### src/rtl/sseg_responder.sv
// sseg_responder: single-register bus target driving a 4-digit multiplexed
// seven-segment display. The register holds four hex digits [15:0], four
// decimal points [19:16] and a display enable [31]; all other bits are zero.
// Optional feature macro: SSEG_READBACK_EN (when defined, valid reads return
// the register contents; when undefined, valid reads return zero and no
// read-data mux is built).
module sseg_responder #(
  parameter logic [31:0] BASE_ADDR = 32'h0000100C,
  parameter int          SCAN_DIV  = 50000
) (
  input  logic        clk,
  input  logic        rst_n,
  input  logic        req_valid,
  input  logic        req_write,
  input  logic [31:0] req_addr,
  input  logic [31:0] req_wdata,
  input  logic [3:0]  req_wstrb,
  output logic        req_ready,
  output logic        rsp_valid,
  input  logic        rsp_ready,
  output logic [31:0] rsp_rdata,
  output logic        rsp_err,
  output logic [6:0]  seg_n,
  output logic        dp_n,
  output logic [3:0]  an_n
);

  localparam logic [15:0] SCAN_LAST = 16'(SCAN_DIV - 1);

  // Register state is split into the fields that actually exist
  logic [15:0] digits_q, digits_d;
  logic [3:0]  dots_q, dots_d;
  logic        enable_q, enable_d;

  logic [15:0] scan_cnt_q, scan_cnt_d;
  logic [1:0]  index_q, index_d;

  logic        rsp_valid_q, rsp_valid_d;
  logic        rsp_err_q, rsp_err_d;
  logic [31:0] rsp_rdata_q, rsp_rdata_d;

  logic [3:0]  an_n_q, an_n_d;
  logic [6:0]  seg_n_q, seg_n_d;
  logic        dp_n_q, dp_n_d;

  logic        accept;
  logic        addr_ok;
  logic [3:0]  cur_digit;
  logic        unused_wdata;

  // Register bits 30:20 do not exist, so those write-data bits are dropped
  assign unused_wdata = ^req_wdata[30:20];

  assign req_ready = !rsp_valid_q;
  assign rsp_valid = rsp_valid_q;
  assign rsp_err   = rsp_err_q;
  assign rsp_rdata = rsp_rdata_q;
  assign an_n      = an_n_q;
  assign seg_n     = seg_n_q;
  assign dp_n      = dp_n_q;

  assign accept  = req_valid && !rsp_valid_q;
  assign addr_ok = (req_addr[31:2] == BASE_ADDR[31:2]) && (req_addr[1:0] == 2'b00);

  // Hex digit to active-low {g,f,e,d,c,b,a} pattern
  function automatic logic [6:0] hex_to_seg(input logic [3:0] v);
    logic [6:0] s;
    case (v)
      4'h0: s = 7'b1000000;
      4'h1: s = 7'b1111001;
      4'h2: s = 7'b0100100;
      4'h3: s = 7'b0110000;
      4'h4: s = 7'b0011001;
      4'h5: s = 7'b0010010;
      4'h6: s = 7'b0000010;
      4'h7: s = 7'b1111000;
      4'h8: s = 7'b0000000;
      4'h9: s = 7'b0010000;
      4'hA: s = 7'b0001000;
      4'hB: s = 7'b0000011;
      4'hC: s = 7'b1000110;
      4'hD: s = 7'b0100001;
      4'hE: s = 7'b0000110;
      default: s = 7'b0001110;
    endcase
    return s;
  endfunction

  // Register update: byte-enabled writes on accepted, correctly addressed writes
  always_comb begin
    digits_d = digits_q;
    dots_d   = dots_q;
    enable_d = enable_q;
    if (accept && req_write && addr_ok) begin
      if (req_wstrb[0]) digits_d[7:0]  = req_wdata[7:0];
      if (req_wstrb[1]) digits_d[15:8] = req_wdata[15:8];
      if (req_wstrb[2]) dots_d         = req_wdata[19:16];
      if (req_wstrb[3]) enable_d       = req_wdata[31];
    end
  end

  // Response channel: one outstanding request, held until consumed
  always_comb begin
    rsp_valid_d = rsp_valid_q;
    rsp_err_d   = rsp_err_q;
    rsp_rdata_d = rsp_rdata_q;
    if (accept) begin
      rsp_valid_d = 1'b1;
      rsp_err_d   = !addr_ok;
`ifdef SSEG_READBACK_EN
      rsp_rdata_d = (addr_ok && !req_write) ? {enable_q, 11'b0, dots_q, digits_q} : 32'h0;
`else
      rsp_rdata_d = 32'h0;
`endif
    end else if (rsp_valid_q && rsp_ready) begin
      rsp_valid_d = 1'b0;
    end
  end

  // Scan timing: each digit stays lit for SCAN_DIV cycles, enabled or not
  always_comb begin
    scan_cnt_d = scan_cnt_q + 16'd1;
    index_d    = index_q;
    if (scan_cnt_q == SCAN_LAST) begin
      scan_cnt_d = 16'd0;
      index_d    = index_q + 2'd1;
    end
  end

  // Display drive computed from current index/register, registered below
  always_comb begin
    cur_digit = digits_q[{index_q, 2'b00} +: 4];
    an_n_d    = 4'b1111;
    seg_n_d   = 7'b1111111;
    dp_n_d    = 1'b1;
    if (enable_q) begin
      an_n_d  = ~(4'b0001 << index_q);
      seg_n_d = hex_to_seg(cur_digit);
      dp_n_d  = ~dots_q[index_q];
    end
  end

  // All state flops; reset blanks the display and discards any response
  always_ff @(posedge clk or negedge rst_n) begin
    if (!rst_n) begin
      digits_q    <= 16'h0;
      dots_q      <= 4'h0;
      enable_q    <= 1'b0;
      scan_cnt_q  <= 16'h0;
      index_q     <= 2'd0;
      rsp_valid_q <= 1'b0;
      rsp_err_q   <= 1'b0;
      rsp_rdata_q <= 32'h0;
      an_n_q      <= 4'b1111;
      seg_n_q     <= 7'b1111111;
      dp_n_q      <= 1'b1;
    end else begin
      digits_q    <= digits_d;
      dots_q      <= dots_d;
      enable_q    <= enable_d;
      scan_cnt_q  <= scan_cnt_d;
      index_q     <= index_d;
      rsp_valid_q <= rsp_valid_d;
      rsp_err_q   <= rsp_err_d;
      rsp_rdata_q <= rsp_rdata_d;
      an_n_q      <= an_n_d;
      seg_n_q     <= seg_n_d;
      dp_n_q      <= dp_n_d;
    end
  end

endmodule
### config.mk
export PLATFORM = sky130hd
export DESIGN_NAME = sseg_responder
export DESIGN_NICKNAME = d
export VERILOG_FILES = /design/src/rtl/sseg_responder.sv
export SDC_FILE = /design/constraint.sdc
export NUM_CORES = 1
export LEC_CHECK = 0
export ABC_AREA = 1
export CORE_ASPECT_RATIO = 0.7
export CORE_MARGIN = 10
export CORE_UTILIZATION = 45
export DETAILED_ROUTE_END_ITERATION = 10
export PLACE_DENSITY_LB_ADDON = 0.1
export SLEW_MARGIN = 20
export SYNTH_ARGS = -nofsm -noshare
export SYNTH_HDL_FRONTEND = slang
export SYNTH_SLANG_ARGS = --single-unit
### constraint.sdc
create_clock -name clk -period 2.16 [get_ports clk]
set_input_delay 0.432 -clock clk [delete_from_list [all_inputs] [get_ports clk]]
set_output_delay 0.432 -clock clk [all_outputs]
set_load 0.01 [all_outputs]
== After elaboration in Yosys (flattened, before gate mapping) ==
Memories as Yosys holds them, arrays and structs flattened.
Cells that the tools add are included.
Cells by class
  shift-type cells: 2
  mux-type cells: 8
  reductions and logical operators: 13
  add/subtract/negate cells: 2
  eq/ne operators: 2
  $lt $le $gt $ge: 1
  bitwise gates (word level): 2
Operators with widths (number)
  $eq A30 B11 Y1 const B: 1
  $add A16 B1 Y16 const B: 1
  $eq A16 B16 Y1 const B: 1
  $mux W16: 1
  $shiftx A16 B5 Y4: 1
  $reduce_and A2 Y1: 4
  $mux W7: 1
  $logic_and A1 B1 Y1: 5
  $mux W1: 4
  $mux W4: 1
  $not A4 Y4: 1
  $shl A1 B2 Y4 const A: 1
  $lt A2 B3 Y1 const B: 1
  $add A2 B1 Y2 const B: 1
  $bmux W1 S2: 1
  $logic_not A1 Y1: 2
  $logic_not A2 Y1: 1
  $reduce_bool A2 Y1: 1
  $not A1 Y1: 1
Storage, ports and cells
  flip-flop bits (word level): 53
  memory bits (read-only): 112
  input port bits: 73
  output and inout port bits: 47
  memories: 1
Memories
  (name not given): depth 16, bits a word 7, rd ports 1, clocked after memory_dff 0, wr ports 0, line 68  | case (v)

== Depth between registers and ports, before layout ==
  depth after elaboration: 5
  depth in mapped cells: 12
  mapped depth without buffers: 11

== Worst setup path after synthesis ==
No wires, ideal clock.
  path kind: flip-flop to flip-flop
  start: register index_q[0]
  end: register seg_n_q[6], in the netlist seg_n[6]
  cell stages (with the launch flop): 13
  clock period less this slack: 1.628 ns
  path slack: 0.532 ns
  data arrival time: 1.562 ns
  cells stage by stage: dfrtp_1 -> inv_2 -> buf_2 -> nand2_1 -> nand3_1 -> nand2_1 -> inv_1 -> ha_1 -> inv_1 -> nor2_1 -> o21bai_1 -> nand2_1 -> nand3_1
Between the ends
  word-level cells in the longest chain between the ends: 3
Ends and longest elaborated chain
  start: declaration: line 36  | logic [1:0] index_q, index_d;
  start signal: assignment: line 162  | index_q <= index_d;
  $shiftx A16 B5 Y4: line 132  | cur_digit = digits_q[{index_q, 2'b00} +: 4];
  $mem_v2 Z16 W7
  $mux W7: line 136  | if (enable_q) begin
  net seg_n_d[6]: line 43  | logic [6:0] seg_n_q, seg_n_d;
  end signal: assignment: line 167  | seg_n_q <= seg_n_d;
  end: declaration: line 43
The timed path passes the listed nets, and every way through them passes these cells.
A chain may end at the register's enable or synchronous reset.

== Worst setup path in the final report ==
Same ends and word-level chain as after synthesis.

==> impl_metrics.toml <==
[run_status]
status = "finished, final reports clean"

[timing]
fmax_ghz = 0.531
min_period_over_period = 0.871
report.final.slew_viol_count = 0
setup_tns_ns = 0
setup_viol = 0
slew_headroom = 0.570
finalCriticalPeriod_ns = 1.88
fin_skew_ns = 0.0138
finalHoldViolCount = 0
rsz0062_at_grt = "no"
holdWs_ns = 0.233
tightestPinTransition_ns = 0.645

[power]
ir_worst_vdd_mv = 0.326
combPwrFrac = 0.121
switchingPower_w = 0.000430
p_per_area_nw_per_um2 = 462
p_leak_nw = 1.98
pwr-share-seq = 0.518
p_int_w = 0.00149
switching_share = 0.223
pwr-share-clk = 0.361

[grt]
grt_util_met1 = 0.183
grt_pass1_vias = 2659
overflow = 0
grt_use_met2 = 0.214
antenna_found_initial = 0
met3_usage = 0.0343
grt.busiest_layer = "met2"
grt_max_degree = 54
grt_pass1_wl_microns = 12600
grt.total_usage = 0.135

[floorplanning]
initial_core_util = 0.458
coreArea_sq_um = 7220
fp.dieArea_sq_um = 11200
io_pins = 120
rows = 26
fp.dieH_microns = 91.7
die_x_microns = 122

[clock_network]
cts_tree = "done"
cts_root_buf = "clkbuf_8"
clk_latency_ns = 0.31
clk_pin_slew_ns = 0.09
post_cts_buffers = 0
cts_resized = 0
cts_buffer_depth = 2
cts.sink_count = 53
htree_levels = 2
cts_buffers = 5
cts_hold_buf = 0

[cells_and_area]
layout-drive-gt1-share = 0.132
fin_util = 0.577
final_common_cell = "nand2_1"
nets = 577
multiInputGateArea_sq_um = 1600
fin_area_sq_um = 4170
final_cell_mix = "nand2_1 (107), clkdlybuf4s50_1 (75), nor2_1 (48)"
regArea_sq_um = 1340
n_antenna_cell = 0
area_growth_pct = 25.9
fillers = 690

[synthesis]
ys_ff_latch = 53
syn_inst = 412
seq_area_frac_synth = 0.405
synth_cell_types = 34
syn_avg_cell_area_sq_um = 8.03
netlist_area_sq_um = 3310
yosysWarnings = 0

[worst_hold_path]
hp-class = "input port to async pin"

[detailed_routing]
routed_via_density = 4.57
postRouteAntennaNets = 0
drtIter0Drc = 116
drc = 0
dr_total_vias = 2705
routedWlPerCell_microns = 12.8
first_pass_iters = 4
wl_microns = 7580

[place]
dp_hpwl_microns = 6250
portBuffers = 76
place_congestion = 0.808
place_area_sq_um = 4050

[critical_path]
critPathKind = "flip-flop to flip-flop"
path_max_fanout = 9
worstSetupEndpointType = "flip-flop"
cp.arrival_ns = 2.12
cp-start-kind = "flip-flop"
required_ns = 2.40

[run]
drv_cap = 0
==> synth_stat cells, drive strengths merged <==
library cell,n,area share
dfrtp,41,0.31
ha,11,0.042
o21ai,12,0.018
nor3,4,0.0076
or2,1,0.0019
buf,38,0.089
xor2,7,0.019
nand3,29,0.065
inv,45,0.051
clkbuf,3,0.0057
nand2,111,0.13
dfstp,12,0.095
nor4,2,0.0057
conb,1,0.0011
nand4,24,0.045
xnor2,1,0.0026
o22ai,2,0.0038
o211ai,3,0.0068
o21bai,1,0.0023
a21oi,4,0.0061
nor2,60,0.093
==> state kept, by name, summed over array words and instances, names as in the netlist <==
name,cells
digits_q,16
index_q,2
scan_cnt_q,16
seg_n,7
dp_n,1
dots_q,4
enable_q,1
an_n,4
rsp_err,1
rsp_valid,1
==> per-stage QoR <==
stage               power (W)  worst slack [ns]  std cells
global placement      0.00124             0.139        584
floorplan             0.00113             0.532        443
global route          0.00200            0.0447        592
finish                0.00192             0.278        592
CTS                   0.00194             0.291        592
detailed placement    0.00125            0.0260        584
==> cells by family (layout without fill, tap and decap cells) <==
kind of cell             count (synthesis)  count (layout)  synth area share
other                                    1              32           0.00113
AO/OA/AOI/OAI                           22              22            0.0371
adder cells (fa/ha/maj)                 11              11            0.0416
AND/OR/NAND/NOR                        231             231             0.348
buffers and inverters                   86             137             0.146
XOR/XNOR                                 8               8            0.0212
flip-flops                              53              53             0.405
==> critical path, cell delays in order, from the launching register on <==
cell	delay, ns
dfrtp_1	0.50
inv_2	0.17
nand2_1	0.07
nand3_1	0.07
nand2_1	0.15
inv_1	0.18
ha_1	0.19
inv_1	0.04
nor2_1	0.18
o21bai_1	0.14
nand2_1	0.07
nand3_1	0.07
==> path summary, 6_finish.rpt <==
kind	startpoint	slack (ns)	endpoint	depth (start not counted)
max in group asynchronous	rst_n	1.49	digits_q[3]	2
setup / recovery	index_q[0]	0.28	seg_n[6]	11
hold / removal	rst_n	0.23	scan_cnt_q[5]	2
hold reg to reg	scan_cnt_q[0]	0.46	scan_cnt_q[0]	1
min in group clk	scan_cnt_q[0]	0.46	scan_cnt_q[0]	1
setup reg to reg	index_q[0]	0.28	seg_n[6]	11
==> cell type report <==
| class | count | share of cell area |
|---|---|---|
| timing repair buffer | 84 | 0.196 |
| multi-input combinational | 304 | 0.384 |
| clock buffer | 7 | 0.0207 |
| sequential | 53 | 0.322 |
| inverter | 45 | 0.0406 |
| tap | 98 | 0.0294 |
| clock inverter | 1 | 0.00721 |
==> per-layer routing <==
layer,vias to the layer above,part of all wire,routed length (microns)
met5,-,0,0
li1,1410,-,-
met3,5,0.058,436
met2,66,0.45,3420
met4,0,0.0051,39
met1,1224,0.49,3680
==> power by group through the flow <==
stage	combinational, W	sequential (W)	clock [W]
2_1_floorplan	0.000113	0.00102	0
3_3_place_gp	0.000229	0.00102	0
3_5_place_dp	0.000232	0.00102	0
4_1_cts	0.000233	0.000997	0.000708
5_1_grt	0.000253	0.000998	0.000748
6_report	0.000232	0.000997	0.000695
(Power assumes the default switching activity.)
